[src/rtl/pulse_gen_pkg.sv]
// Shared types and default widths for the pulse burst generator.
package pulse_gen_pkg;

    localparam int W_TIME_DEF  = 16;
    localparam int W_COUNT_DEF = 8;

    typedef enum logic [1:0] {
        IDLE = 2'd0,
        HIGH = 2'd1,
        LOW  = 2'd2
    } state_t;

endpackage

[src/rtl/cnt_down.sv]
// Loadable down-counter with zero flag; saturates at zero instead of wrapping.
module cnt_down #(
    parameter int W = 16
) (
    input  logic         i_clk,
    input  logic         i_rst,
    input  logic         i_load,
    input  logic [W-1:0] i_value,
    input  logic         i_dec,
    output logic         o_zero
);

    logic [W-1:0] r_count;

    always_ff @(posedge i_clk or posedge i_rst) begin
        if (i_rst) begin
            r_count <= '0;
        end else if (i_load) begin
            r_count <= i_value;
        end else if (i_dec && (r_count != '0)) begin
            r_count <= r_count - W'(1);
        end
    end

    assign o_zero = (r_count == '0);

endmodule

[src/rtl/pulse_gen.sv]
// Burst generator: emits i_count pulses of i_high cycles separated by i_low cycles.
module pulse_gen
    import pulse_gen_pkg::*;
#(
    parameter int W_TIME  = W_TIME_DEF,
    parameter int W_COUNT = W_COUNT_DEF
) (
    input  logic               i_clk,
    input  logic               i_rst,
    input  logic               i_start,
    input  logic               i_stop,
    input  logic [W_TIME-1:0]  i_high,
    input  logic [W_TIME-1:0]  i_low,
    input  logic [W_COUNT-1:0] i_count,
    output logic               o_out,
    output logic               o_busy,
    output logic               o_done
);

    // Timer holds "cycles remaining minus one", so a zero duration still yields one cycle.
    function automatic logic [W_TIME-1:0] phaseLoad(input logic [W_TIME-1:0] dur);
        return (dur == '0) ? '0 : dur - W_TIME'(1);
    endfunction

    state_t             r_state;
    state_t             w_next;
    logic [W_TIME-1:0]  r_high;
    logic [W_TIME-1:0]  r_low;
    logic               r_out;
    logic               r_busy;
    logic               r_done;

    logic               w_latch;
    logic               w_doneNext;
    logic               w_timerLoad;
    logic [W_TIME-1:0]  w_timerVal;
    logic               w_timerDec;
    logic               w_timerZero;
    logic               w_pulseLoad;
    logic [W_COUNT-1:0] w_pulseVal;
    logic               w_pulseDec;
    logic               w_pulseZero;

    cnt_down #(.W(W_TIME)) u_phaseTimer (
        .i_clk   (i_clk),
        .i_rst   (i_rst),
        .i_load  (w_timerLoad),
        .i_value (w_timerVal),
        .i_dec   (w_timerDec),
        .o_zero  (w_timerZero)
    );

    // Pulse counter holds pulses remaining after the current one.
    cnt_down #(.W(W_COUNT)) u_pulseCounter (
        .i_clk   (i_clk),
        .i_rst   (i_rst),
        .i_load  (w_pulseLoad),
        .i_value (w_pulseVal),
        .i_dec   (w_pulseDec),
        .o_zero  (w_pulseZero)
    );

    always_comb begin
        w_next      = r_state;
        w_latch     = 1'b0;
        w_doneNext  = 1'b0;
        w_timerLoad = 1'b0;
        w_timerVal  = '0;
        w_timerDec  = 1'b0;
        w_pulseLoad = 1'b0;
        w_pulseVal  = '0;
        w_pulseDec  = 1'b0;
        unique case (r_state)
            IDLE: begin
                if (i_start && !i_stop) begin
                    w_latch = 1'b1;
                    if (i_count == '0) begin
                        w_doneNext = 1'b1;
                    end else begin
                        w_next      = HIGH;
                        w_timerLoad = 1'b1;
                        w_timerVal  = phaseLoad(i_high);
                        w_pulseLoad = 1'b1;
                        w_pulseVal  = i_count - W_COUNT'(1);
                    end
                end
            end
            HIGH: begin
                if (i_stop) begin
                    w_next = IDLE;
                end else if (w_timerZero) begin
                    if (w_pulseZero) begin
                        w_next     = IDLE;
                        w_doneNext = 1'b1;
                    end else begin
                        w_next      = LOW;
                        w_pulseDec  = 1'b1;
                        w_timerLoad = 1'b1;
                        w_timerVal  = phaseLoad(r_low);
                    end
                end else begin
                    w_timerDec = 1'b1;
                end
            end
            LOW: begin
                if (i_stop) begin
                    w_next = IDLE;
                end else if (w_timerZero) begin
                    w_next      = HIGH;
                    w_timerLoad = 1'b1;
                    w_timerVal  = phaseLoad(r_high);
                end else begin
                    w_timerDec = 1'b1;
                end
            end
            default: begin
                w_next = IDLE;
            end
        endcase
    end

    // Outputs are registered from the next state so they change with the state itself.
    always_ff @(posedge i_clk or posedge i_rst) begin
        if (i_rst) begin
            r_state <= IDLE;
            r_out   <= 1'b0;
            r_busy  <= 1'b0;
            r_done  <= 1'b0;
            r_high  <= '0;
            r_low   <= '0;
        end else begin
            r_state <= w_next;
            r_out   <= (w_next == HIGH);
            r_busy  <= (w_next != IDLE);
            r_done  <= w_doneNext;
            if (w_latch) begin
                r_high <= i_high;
                r_low  <= i_low;
            end
        end
    end

    assign o_out  = r_out;
    assign o_busy = r_busy;
    assign o_done = r_done;

endmodule
[config.mk]
export PLATFORM = sky130hd
export DESIGN_NAME = pulse_gen
export DESIGN_NICKNAME = d
export VERILOG_FILES = /design/src/rtl/pulse_gen_pkg.sv /design/src/rtl/cnt_down.sv /design/src/rtl/pulse_gen.sv
export SDC_FILE = /design/constraint.sdc
export NUM_CORES = 1
export LEC_CHECK = 0
export BUFFER_PORTS_ARGS = -buffer_cell sky130_fd_sc_hd__buf_2
export CAP_MARGIN = 20
export CORE_UTILIZATION = 39
export CTS_BUF_LIST = sky130_fd_sc_hd__clkbuf_16
export CTS_CLUSTER_SIZE = 20
export DETAILED_ROUTE_END_ITERATION = 8
export PLACE_DENSITY_LB_ADDON = 0.25
export SETUP_SLACK_MARGIN = 0.02
export SLEW_MARGIN = 5
export SYNTH_ARGS = -nofsm -noshare
export SYNTH_HDL_FRONTEND = slang
export SYNTH_SLANG_ARGS = --single-unit
[constraint.sdc]
create_clock -name i_clk -period 2.7 [get_ports i_clk]
set_clock_uncertainty 0.05 [all_clocks]
set_input_delay 0.675 -clock i_clk [delete_from_list [all_inputs] [get_ports i_clk]]
set_output_delay 0.675 -clock i_clk [all_outputs]
set_load 0.02 [all_outputs]
* Word-level counts from Yosys, hierarchy flattened
Cells that the tools add are included.
** Storage, ports and cells
- Logic and storage cells :: 81
- Bits in registers :: 61
** Cells by class
- Reduce and logical (&&, ||, !) cells :: 17
- Mux-type cells :: 47
- Add/subtract/negate cells :: 6
- Equal/unequal tests :: 3
** Operator list (number)
- $mux W16 :: 12
- $logic_not A16 Y1 :: 4
- $sub A16 B1 Y16 const B :: 4
- $pmux W16 S3 :: 1
- $mux W8 :: 5
- $mux W1 :: 19
- $logic_not A8 Y1 :: 2
- $reduce_bool A16 Y1 :: 1
- $sub A8 B1 Y8 const B :: 2
- $mux W2 :: 7
- $reduce_bool A8 Y1 :: 1
- $pmux W2 S3 :: 1
- $reduce_bool A2 Y1 :: 3
- $eq A2 B1 Y1 const B :: 2
- $logic_and A1 B1 Y1 :: 3
- $pmux W1 S3 :: 1
- $eq A2 B2 Y1 const B :: 1
- $logic_not A2 Y1 :: 1
- $pmux W1 S2 :: 1
- $reduce_or A2 Y1 :: 1
- $logic_not A1 Y1 :: 1

* Logic depth before layout (Yosys ltp)
- Word-level depth :: 8
- Depth in mapped cells :: 10

* Modules after synthesis
From an unflattened synthesis, not the netlist that was laid out.
** Second synthesis, totals
- Cell total of the unflattened synthesis :: 499
- Area, all modules :: 4535.6 sq um
** Modules (own cells, without submodules)
- pulse_gen :: area each 3005.4 sq um, cells each 324, instances 1
- cnt_down (u_phaseTimer) :: area each 1034.7 sq um, cells each 122, instances 1
- cnt_down (u_pulseCounter) :: area each 495.5 sq um, cells each 53, instances 1

* Least setup slack after synthesis
Ideal clock, no wire load.
- Path kind :: input to register
- From :: input port i_high[7]
- To :: register u_phaseTimer.r_count[2]
- Stages :: 7
- Slack :: 0.087 ns
- Arrival :: 2.426 ns
- Data required time :: 2.513 ns
- Path through :: nor4_1 -> or4b_1 -> o31ai_4 -> buf_6 -> o22ai_1 -> a211oi_1 -> a21oi_1
** Between the ends
- Cells in the longest elaborated chain, start to end :: 6
** Ends and longest elaborated chain
- start, declared :: RTL line pulse_gen.sv:12 : input logic [W_TIME-1:0] i_high,
- $logic_not A16 Y1 :: RTL line pulse_gen.sv:22 : return (dur == '0) ? '0 : dur - W_TIME'(1);
- $mux W16 :: RTL line pulse_gen.sv:22
- $mux W16 :: RTL line pulse_gen.sv:77 : if (i_count == '0) begin
- $mux W16 :: RTL line pulse_gen.sv:75 : if (i_start && !i_stop) begin
- $pmux W16 S3 :: RTL line pulse_gen.sv:73 : unique case (r_state)
- $mux W16 :: RTL line cnt_down.sv:18 : end else if (i_load) begin
- end signal, assigned :: RTL line cnt_down.sv:19 : r_count <= i_value;
- end signal, assigned :: RTL line cnt_down.sv:21 : r_count <= r_count - W'(1);
- end, declared :: RTL line cnt_down.sv:13 : logic [W-1:0] r_count;
Every way passes these cells.
A chain may end at the register's enable or synchronous reset.

* Final worst setup path
- From :: register u_phaseTimer.r_count[15]
- To :: register u_phaseTimer.r_count[11]
** Between the ends
- Cells in the longest elaborated chain, start to end :: 6
** Ends and longest elaborated chain
- $logic_not A16 Y1 :: RTL line cnt_down.sv:25 : assign o_zero = (r_count == '0);
- $mux W1 :: RTL line pulse_gen.sv:91, pulse_gen.sv:108
- $mux W1 :: RTL line pulse_gen.sv:89 : if (i_stop) begin
- $mux W1
- $logic_and A1 B1 Y1 :: RTL line cnt_down.sv:20 : end else if (i_dec && (r_count != '0)) begin
- $reduce_bool A2 Y1 (no source line)
Parallel ways exist; a longest one is shown, timed or not.

==> results.cfg <==
[outcome]
status = finished clean

[logic_synthesis]
syn_area_sq_um = 4290
synthTopCellsByCount = 61 x dfrtp_1, 40 x nor2_1, 39 x xnor2_1
netlist_top_cells_area = dfrtp_1 36%, mux2_2 8.1%, xnor2_1 8.0%
synth_xor_area_share_pct = 13.1
ys_seq_area_share_pct = 35.5
syn_inst = 449
async_reset_ff_share_pct = 100
synth_edf_count = 0
dominantRegCellSynth = dfrtp_1
synth-compound-area-share_pct = 13.3
mappedNetlistNets = 507
synth_top_area_cell = dfrtp_1
synthAdderAreaFrac_pct = 4.08
synth_most_common_cell = dfrtp_1
synth_seq_cells = 61
synth_top_area_share_pct = 35.5
muxShareOfSynthArea_pct = 8.60
synth_top_family_by_area = simple AND/OR/NAND/NOR gates
yosysWarnings = 0
post_synth.cell_area_avg_sq_um = 9.56
synth-simple-area-share_pct = 21.5
yosysUniqueCellTypes = 57

[die]
core-area_sq_um = 10500
start_util_pct = 40.9
die_w_um = 107
rows = 37
die_area_sq_um = 11400
io_pins = 47
die_y_um = 107

[cells_and_area]
syn_to_final_growth_pct = 19.8
drive_above_1_share_pct = 26.0
fillCellCount = 977
multiInputGateArea_sq_um = 2600
diodes = 0
utilization_pct = 48.9
seq_area_sq_um = 1530
design_area_sq_um = 5140
nNetsFinal = 580

[critical_path]
crit_required_ps = 2850
crit_slowest_cell = or4_1
start_kind = flop
arrival_ps = 2690
cp_max_fo = 14
r2r_end = u_phaseTimer.r_count[11]
r2r-start = u_phaseTimer.r_count[15]
cp-end-kind = flop
cp.depth = 7
worst_r2r_path_depth = 7
path_class = flop to flop
crit_chain = or4_1 > nor2_1 > nand2_1 > a221o_1 > buf_4 > a211oi_1 > a21oi_1
cp-startpoint = u_phaseTimer.r_count[15]
critPathTopFamily = simple AND/OR/NAND/NOR gates
cp_slowest_stage_delay_ps = 630
path_buf_inv = 1
r2r_slack_ps = 170
worstSetupEndpoint = u_phaseTimer.r_count[11]

[drt]
num_vias = 3641
avgViaCountPerCell = 5.49
routedWlPerCell_um = 16.4
drt_iter0_drc = 126
ant_nets = 0
drcViolationCount = 0
drt_wl_total_um = 10900
drt-pass1-iter-count = 4

[timing]
finalHoldViolations = 0
post-route-min-period_ps = 2530
relSlewSlack_pct = 61.7
fin_ws_ps = 165
timing.final.crit_share_pct = 93.9
whs_ps = 327
worstMarginPinSlew_ps = 568
setup_viol = 0
grt_setup_unrepaired = no
max_freq_mhz = 394
drv_slew = 0

[placement]
place_ws_ps = -50.6
io_buffer_count = 46
globalplace.congestion = 0.899
hpwlAfterDp_um = 8440
post_dp_cell_area_sq_um = 4860

[clock_network]
cts_tree = yes
clk_path_buf_depth = 2
cts_root_buffer = clkbuf_16
clkTransAtPathRegs_ps = 50
clkLatencyLatePin_ps = 330
numCtsBuffers = 9
clock-sinks = 61
cts_hold_buf = 0
post_cts_buffers = 0
cts-htree-levels = 3

[global_routing]
grt_pass1_vias = 3586
grt-ovfl-total = 0
gr-usage-all-layers_pct = 20.3
grt_max_degree = 40
grt_pass1_wl_um = 17700
antenna_found_initial = 0

[power]
finalPower_mw = 3.62
pwr_density_cell_nw_per_um2 = 704
p_leak_nw = 2.05
max-vdd-ir-drop_mv = 0.360

[flow_run]
maxCapViolCount = 0

[hold_path]
hold_path.class = input port to asynchronous set/reset pin
-- layout make-up --
class / instances / share of cell area, %
repair buffers: 77 / 9.49
clock buffers: 9 / 4.38
well taps: 136 / 3.31
inverters: 20 / 1.46
clock inverters: 7 / 1.12
multi-input cells: 353 / 50.6
flip-flops and latches: 61 / 29.7
-- per-stage QoR --
stage          setup TNS (ps)  std cells
2_1_floorplan               0        449
3_3_place_gp                0        647
3_5_place_dp             -126        647
4_1_cts                     0        663
5_1_grt                     0        663
6_report                    0        663
-- layer usage --
| metal | vias to the layer above | global-route usage, % | share of wire (%) |
|---|---|---|---|
| met3 | 19 | 4.26 | 3.6 |
| li1 | 1783 | - | - |
| met2 | 91 | 32.4 | 46 |
| met5 | - | 0 | 0 |
| met4 | 0 | 8.12 | 2.5 |
| met1 | 1748 | 26.7 | 48 |
-- flip-flops by register name, summed over array words and instances, names as in the netlist --
register,cells
r_high,16
r_low,16
u_phaseTimer.r_count,16
u_pulseCounter.r_count,8
r_state,2
o_busy,1
o_done,1
o_out,1
-- cells by family (layout without fill, tap and decap cells) --
| family | Yosys count | in the layout |
|---|---|---|
| buffers and inverters | 35 | 113 |
| AND/OR/NAND/NOR | 161 | 161 |
| multiplexers | 33 | 33 |
| adder cells (fa/ha/maj) | 14 | 14 |
| AO/OA/AOI/OAI | 81 | 81 |
| flip-flops | 61 | 61 |
| XOR/XNOR | 64 | 64 |
-- layout by cell type (no fill, tap or decap), types with 3 or more instances in the layout --
| cell | instances |
|---|---|
| nand4b_1 | 3 |
| mux2_2 | 31 |
| a211oi_1 | 10 |
| nand3_1 | 8 |
| inv_1 | 20 |
| a21oi_1 | 21 |
| nand4_1 | 6 |
| nor4b_1 | 3 |
| o21ai_0 | 14 |
| clkbuf_16 | 9 |
| clkinv_1 | 3 |
| nor2b_1 | 5 |
| or4_1 | 5 |
| nor4_1 | 13 |
| nand2_1 | 28 |
| xor2_1 | 25 |
| or3_1 | 6 |
| a2bb2oi_1 | 3 |
| nor2_1 | 40 |
| ha_1 | 14 |
| nor4_4 | 4 |
| nand2b_1 | 3 |
| a31oi_1 | 3 |
| buf_4 | 29 |
| dfrtp_1 | 61 |
| buf_2 | 46 |
| nor3_1 | 21 |
| xnor2_1 | 39 |
| nor3b_1 | 5 |
| o22ai_1 | 12 |
-- repair_timing --
| action | 4_1_cts | 5_1_grt |
|---|---|---|
| gates resized for setup | 0 | 1 |
| endpoints found under the setup margin | 0 | 1 |
| endpoints found under the hold margin | 0 | 0 |
-- how the worst min path moves through the flow --
stage                            to  cells past startpoint      from
final                     r_low[13]                      2     i_rst
after global routing      r_low[13]                      2     i_rst
after CTS                 r_low[13]                      2     i_rst
after detailed placement   r_low[1]                      1  r_low[1]
after global placement     r_low[0]                      1  r_low[0]
after floorplan            r_low[1]                      1  r_low[1]
-- power by group --
group | switching, mW | internal (mW)
Clock | 0.407 | 0.699
Combinational | 0.515 | 0.505
Sequential | 0.325 | 1.17
Power figures use the tool's default switching activity.
